--- config.mk ---
export PLATFORM = sky130hd
export DESIGN_NAME = up_axi_master
export DESIGN_NICKNAME = d
export VERILOG_FILES = /design/src/rtl/up_axi_master.sv
export SDC_FILE = /design/constraint.sdc
export NUM_CORES = 1
export LEC_CHECK = 0
export BUFFER_PORTS_ARGS = -buffer_cell sky130_fd_sc_hd__buf_2
export CELL_PAD_IN_SITES_DETAIL_PLACEMENT = 1
export CELL_PAD_IN_SITES_GLOBAL_PLACEMENT = 2
export CORE_MARGIN = 1.5
export CORE_UTILIZATION = 23
export CTS_CLUSTER_DIAMETER = 30
export CTS_CLUSTER_SIZE = 30
export DETAILED_ROUTE_END_ITERATION = 16
export PLACE_DENSITY = 0.82
export SLEW_MARGIN = 20
export SYNTH_ARGS = -nofsm -noshare
export SYNTH_HDL_FRONTEND = slang
export SYNTH_SLANG_ARGS = --single-unit
--- constraint.sdc ---
create_clock -name up_clk -period 5.1 [get_ports up_clk]
set_input_delay 0 -clock up_clk [delete_from_list [all_inputs] [get_ports up_clk]]
set_output_delay 0 -clock up_clk [all_outputs]
set_load 0.005 [all_outputs]
--- src/rtl/up_axi_master.sv ---
// Single-beat AXI4-Lite master driven by a simple command/response port.
// One transaction in flight; a per-transaction cycle budget aborts a stalled slave.
module up_axi_master #(
  parameter int AXI_ADDRESS_WIDTH = 16,
  parameter int TIMEOUT_CYCLES    = 255
) (
  input  logic                         up_clk,
  input  logic                         up_rst,

  input  logic                         cmd_valid,
  output logic                         cmd_ready,
  input  logic                         cmd_wr,
  input  logic [AXI_ADDRESS_WIDTH-1:0] cmd_addr,
  input  logic [31:0]                  cmd_wdata,

  output logic                         rsp_valid,
  input  logic                         rsp_ready,
  output logic [31:0]                  rsp_rdata,
  output logic [1:0]                   rsp_resp,
  output logic                         rsp_timeout,
  output logic                         busy,

  output logic                         m_axi_awvalid,
  output logic [AXI_ADDRESS_WIDTH-1:0] m_axi_awaddr,
  output logic [2:0]                   m_axi_awprot,
  input  logic                         m_axi_awready,

  output logic                         m_axi_wvalid,
  output logic [31:0]                  m_axi_wdata,
  output logic [3:0]                   m_axi_wstrb,
  input  logic                         m_axi_wready,

  input  logic                         m_axi_bvalid,
  input  logic [1:0]                   m_axi_bresp,
  output logic                         m_axi_bready,

  output logic                         m_axi_arvalid,
  output logic [AXI_ADDRESS_WIDTH-1:0] m_axi_araddr,
  output logic [2:0]                   m_axi_arprot,
  input  logic                         m_axi_arready,

  input  logic                         m_axi_rvalid,
  input  logic [1:0]                   m_axi_rresp,
  input  logic [31:0]                  m_axi_rdata,
  output logic                         m_axi_rready
);

  typedef enum logic [2:0] {
    IDLE,
    WR_REQ,
    WR_RESP,
    RD_REQ,
    RD_RESP,
    DONE
  } state_t;

  localparam logic [15:0] TMO_LIMIT = 16'(TIMEOUT_CYCLES);

  state_t                         state;
  state_t                         state_next;
  logic                           abort;
  logic                           accept;
  logic                           active;
  logic                           timed_out;
  logic                           aw_hs;
  logic                           w_hs;
  logic                           b_hs;
  logic                           ar_hs;
  logic                           r_hs;
  logic                           aw_done;
  logic                           w_done;
  logic [15:0]                    tmo_count;
  logic [AXI_ADDRESS_WIDTH-1:0]   addr_q;
  logic [31:0]                    wdata_q;

  // cmd_ready is gated by reset so nothing is accepted while reset is held
  assign cmd_ready = (state == IDLE) && !up_rst;
  assign accept    = cmd_valid && cmd_ready;
  assign busy      = (state != IDLE);
  assign rsp_valid = (state == DONE);
  assign active    = (state == WR_REQ) || (state == WR_RESP) ||
                     (state == RD_REQ) || (state == RD_RESP);
  assign timed_out = (tmo_count >= TMO_LIMIT);

  assign m_axi_awvalid = (state == WR_REQ) && !aw_done;
  assign m_axi_wvalid  = (state == WR_REQ) && !w_done;
  assign m_axi_bready  = (state == WR_RESP);
  assign m_axi_arvalid = (state == RD_REQ);
  assign m_axi_rready  = (state == RD_RESP);

  assign m_axi_awaddr  = addr_q;
  assign m_axi_araddr  = addr_q;
  assign m_axi_wdata   = wdata_q;
  assign m_axi_awprot  = 3'b000;
  assign m_axi_arprot  = 3'b000;
  assign m_axi_wstrb   = 4'hF;

  assign aw_hs = m_axi_awvalid && m_axi_awready;
  assign w_hs  = m_axi_wvalid  && m_axi_wready;
  assign b_hs  = m_axi_bvalid  && m_axi_bready;
  assign ar_hs = m_axi_arvalid && m_axi_arready;
  assign r_hs  = m_axi_rvalid  && m_axi_rready;

  always_ff @(posedge up_clk) begin
    if (up_rst) begin
      state <= IDLE;
    end else begin
      state <= state_next;
    end
  end

  // A handshake that completes a phase wins over an expiring budget
  always_comb begin
    state_next = state;
    abort      = 1'b0;
    case (state)
      IDLE:    if (accept) state_next = cmd_wr ? WR_REQ : RD_REQ;
      WR_REQ: begin
        if ((aw_done || aw_hs) && (w_done || w_hs)) state_next = WR_RESP;
        else if (timed_out)                         abort      = 1'b1;
      end
      WR_RESP: begin
        if (b_hs)           state_next = DONE;
        else if (timed_out) abort      = 1'b1;
      end
      RD_REQ: begin
        if (ar_hs)          state_next = RD_RESP;
        else if (timed_out) abort      = 1'b1;
      end
      RD_RESP: begin
        if (r_hs)           state_next = DONE;
        else if (timed_out) abort      = 1'b1;
      end
      DONE:    if (rsp_ready) state_next = IDLE;
      default: state_next = IDLE;
    endcase
    if (abort) state_next = DONE;
  end

  // Command capture, per-channel handshake tracking, budget counter and result capture
  always_ff @(posedge up_clk) begin
    if (up_rst) begin
      aw_done     <= 1'b0;
      w_done      <= 1'b0;
      tmo_count   <= 16'd0;
      addr_q      <= '0;
      wdata_q     <= 32'h0;
      rsp_rdata   <= 32'h0;
      rsp_resp    <= 2'b00;
      rsp_timeout <= 1'b0;
    end else if (accept) begin
      aw_done     <= 1'b0;
      w_done      <= 1'b0;
      tmo_count   <= 16'd0;
      addr_q      <= cmd_addr;
      wdata_q     <= cmd_wdata;
      rsp_rdata   <= 32'h0;
      rsp_resp    <= 2'b00;
      rsp_timeout <= 1'b0;
    end else begin
      if (active && (tmo_count != 16'hFFFF)) tmo_count <= tmo_count + 16'd1;
      if (aw_hs) aw_done <= 1'b1;
      if (w_hs)  w_done  <= 1'b1;
      if (b_hs)  rsp_resp <= m_axi_bresp;
      if (r_hs) begin
        rsp_rdata <= m_axi_rdata;
        rsp_resp  <= m_axi_rresp;
      end
      if (abort) begin
        rsp_timeout <= 1'b1;
        rsp_resp    <= 2'b10;
        rsp_rdata   <= 32'h0;
      end
    end
  end

endmodule

==> key figures <==
Placement
  – # port buffers: 200
  – Placed instance count: 936
  – DPL Wire Length: 9441 microns
  – RePlAce Congestion: 0.7328
  – Placement Setup Slack: 2.737 ns

Route
  – Final ANT Viol Nets: 0
  – Final wirelength: 14440 microns
  – WL per Instance: 13.94 microns
  – Remaining DRCs: 0
  – DR vias: 4505
  – Number of DRC markers in iteration 0: 134
  – Vias per cell: 4.348
  – Drt first pass iters: 4

Worst setup path
  – Worst path required time: 5.29 ns
  – Startpoint class of the critical path: flip-flop
  – Worst Path Max Fanout: 43
  – Crit path DAT: 2.52 ns
  – Crit path capture type: flip-flop
  – Crit path kind: reg2reg

Die
  – Initial core utilization: 23.39%
  – Die Y: 143.7 microns
  – Ports: 211
  – Die area: 20640 sq um
  – Horiz. Die Dim: 143.7 microns
  – # rows: 51
  – Core outline area: 19460 sq um

Global route
  – Total GRT Usage: 13.74%
  – Largest net degree at the start of global routing: 97
  – Vias in the first global route: 4472
  – First-pass GRT wire length: 22270 microns
  – Total gr overflow: 0
  – Antenna violations before repair: 0

Clocking
  – H-Tree Depth: 3
  – CTS Sinks: 104
  – Post-CTS Repair Setup Buffers: 0
  – TritonCTS Buffers: 9
  – Clock transition at path regs: 0.07 ns
  – Clk root buf: clkbuf_16
  – TritonCTS clock tree: done
  – Worst-skew pair later-pin latency: 0.35 ns
  – Hold Buf Count CTS: 84
  – CTS resizes: 0
  – Largest buffer count on any clock path: 2

Pwr
  – Net Sw Power: 770.7 uW
  – PwrDens: 365.0 nW/um^2
  – Seq pwr share: 41.6%
  – Pleak: 0.002844 uW
  – Comb power frac: 25.5%
  – Clk pwr share: 32.9%
  – Worst vdd ir: 0.0001501 V
  – P_int: 1714 uW
  – Sw Share: 31.01%

Yosys
  – Synth Instances: 519
  – Seq/Total Area, Yosys: 45.74%
  – Mapped Avg Cell Area: 8.770 sq um
  – Yosys cell types: 42
  – Top FF cell, synth: dfxtp_1
  – YS warnings: 0
  – Yosys reg bits: 104
  – Post-synth EDFFs: 0
  – Ys async rst share: 0%
  – Synthesized cell area: 4552 sq um

Timing
  – Hold Slack: 0.06539 ns
  – Slew Limit Fails: 0
  – Post-route setup TNS: 0 ns
  – RSZ-0062 raised after global routing: no
  – Worst Skew: 0.01178 ns
  – Tcrit/Tclk final: 45.74%
  – Worst Tran Pin Value: 0.9089 ns
  – Relative slew slack: 39.41%
  – Setup violators final: 0
  – Total count of hold-check failures in the final report: 0
  – Final worst slack: 2.767 ns
  – Peak Freq: 428.7 MHz
  – Minimum clock period: 2.333 ns

Layout
  – Layout Nets: 861
  – P&R area growth vs syn: 49.59%
  – Final Non-Filler Cells: 1036
  – Layout cells sized above 1: 30.22%
  – Commonest cells after routing, fill and taps aside: buf_2 (200), dfxtp_1 (104), dlygate4sd3_1 (84)
  – Commonest non-fill, non-tap cell in the layout: buf_2
  – Antenna cell count: 0

Run
  – Max Cap Viol: 0

Worst hold path
  – HP Class: in2reg

Outcome
  – Status: complete, no violations
[registers in the layout, summed over array words and instances (netlist names)]
name,flops
aw_done,1
state,3
rsp_rdata,32
m_axi_wdata,32
rsp_resp,2
w_done,1
tmo_count,16
m_axi_araddr,16
rsp_timeout,1
[per-layer routing]
layer	global-route usage, %	routed length [microns]
met2	23.73	6819
met3	3.699	1070
met5	0	0
met4	5.800	273
met1	15.96	6275
[area by class of cell]
type	instances	area [sq um]
Clock inverter	7	127.6
Tap cell	265	331.6
Sequential cell	104	2082
Multi-Input combinational cell	355	2137
Clock buffer	9	225.2
Fill cell	2315	12650
Inverter	7	26.28
Timing Repair Buffer	289	1879
[power groups by stage]
stage / Clock (uW) / Sequential [uW] / Combinational (uW)
global placement: 0 / 1050 / 580
finish: 818 / 1030 / 634
floorplan: 0 / 1020 / 386
detailed placement: 0 / 1050 / 591
CTS: 857 / 1030 / 643
global route: 881 / 1060 / 711
[synthesized netlist by cell type (all sizes together) (3+ instances only)]
cell type / instances / share of area (%)
a2111oi: 3 / 0.58
a211oi: 4 / 0.66
a21oi: 15 / 1.6
buf: 46 / 6.5
clkbuf: 15 / 1.2
dfxtp: 104 / 46
inv: 7 / 0.58
mux2: 3 / 0.74
mux2i: 41 / 9.0
nand2: 65 / 5.4
nand2b: 56 / 7.7
nand3: 6 / 0.77
nand4: 5 / 0.69
nor2: 11 / 0.91
nor3: 40 / 4.5
nor3b: 4 / 0.77
nor4: 6 / 0.82
o21ai: 54 / 5.9
o41ai: 3 / 0.58
or4: 3 / 0.49
[worst max-delay path: stages, from the launching register on]
cell     delay [ns]
dfxtp_1        0.49
nor3_2         0.33
inv_1          0.21
nor3b_4        0.23
or2_2          0.73
nor3_1         0.15
[final timing paths]
| kind | start | depth (start not counted) | slack [ns] | end |
|---|---|---|---|---|
| setup reg to reg | state[0]$_SDFFE_PP0P_ | 5 | 2.77 | rsp_rdata[19]$_SDFFE_PP0P_ |
| setup / recovery | state[0]$_SDFFE_PP0P_ | 5 | 2.77 | rsp_rdata[19]$_SDFFE_PP0P_ |
| hold reg to reg | m_axi_wdata[24]$_SDFFE_PP0P_ | 2 | 0.47 | m_axi_wdata[24]$_SDFFE_PP0P_ |
| hold / removal | rsp_ready | 4 | 0.07 | state[2]$_SDFFE_PP0P_ |
[through the flow]
stage	area (sq um)	total power [uW]	utilization, %
floorplan	4582	1407	-
global placement	5615	1625	28.85
detailed placement	5615	1641	28.85
CTS	6809	2534	34.99
global route	6809	2647	34.99
finish	6809	2485	34.99
[cell families (layout without fill, tap and decap cells)]
kind of cell | after synthesis | after routing | share of synthesized area [%]
muxes | 44 | 44 | 9.758
buffers and inverters | 68 | 312 | 8.356
AOI/OAI and AO/OA | 94 | 94 | 12.04
other | 2 | 10 | 0.1650
DFF | 104 | 104 | 45.74
and+or+nand+nor | 206 | 206 | 23.67
adders and majority gates | 1 | 1 | 0.2748
(Power assumes the default switching activity.)
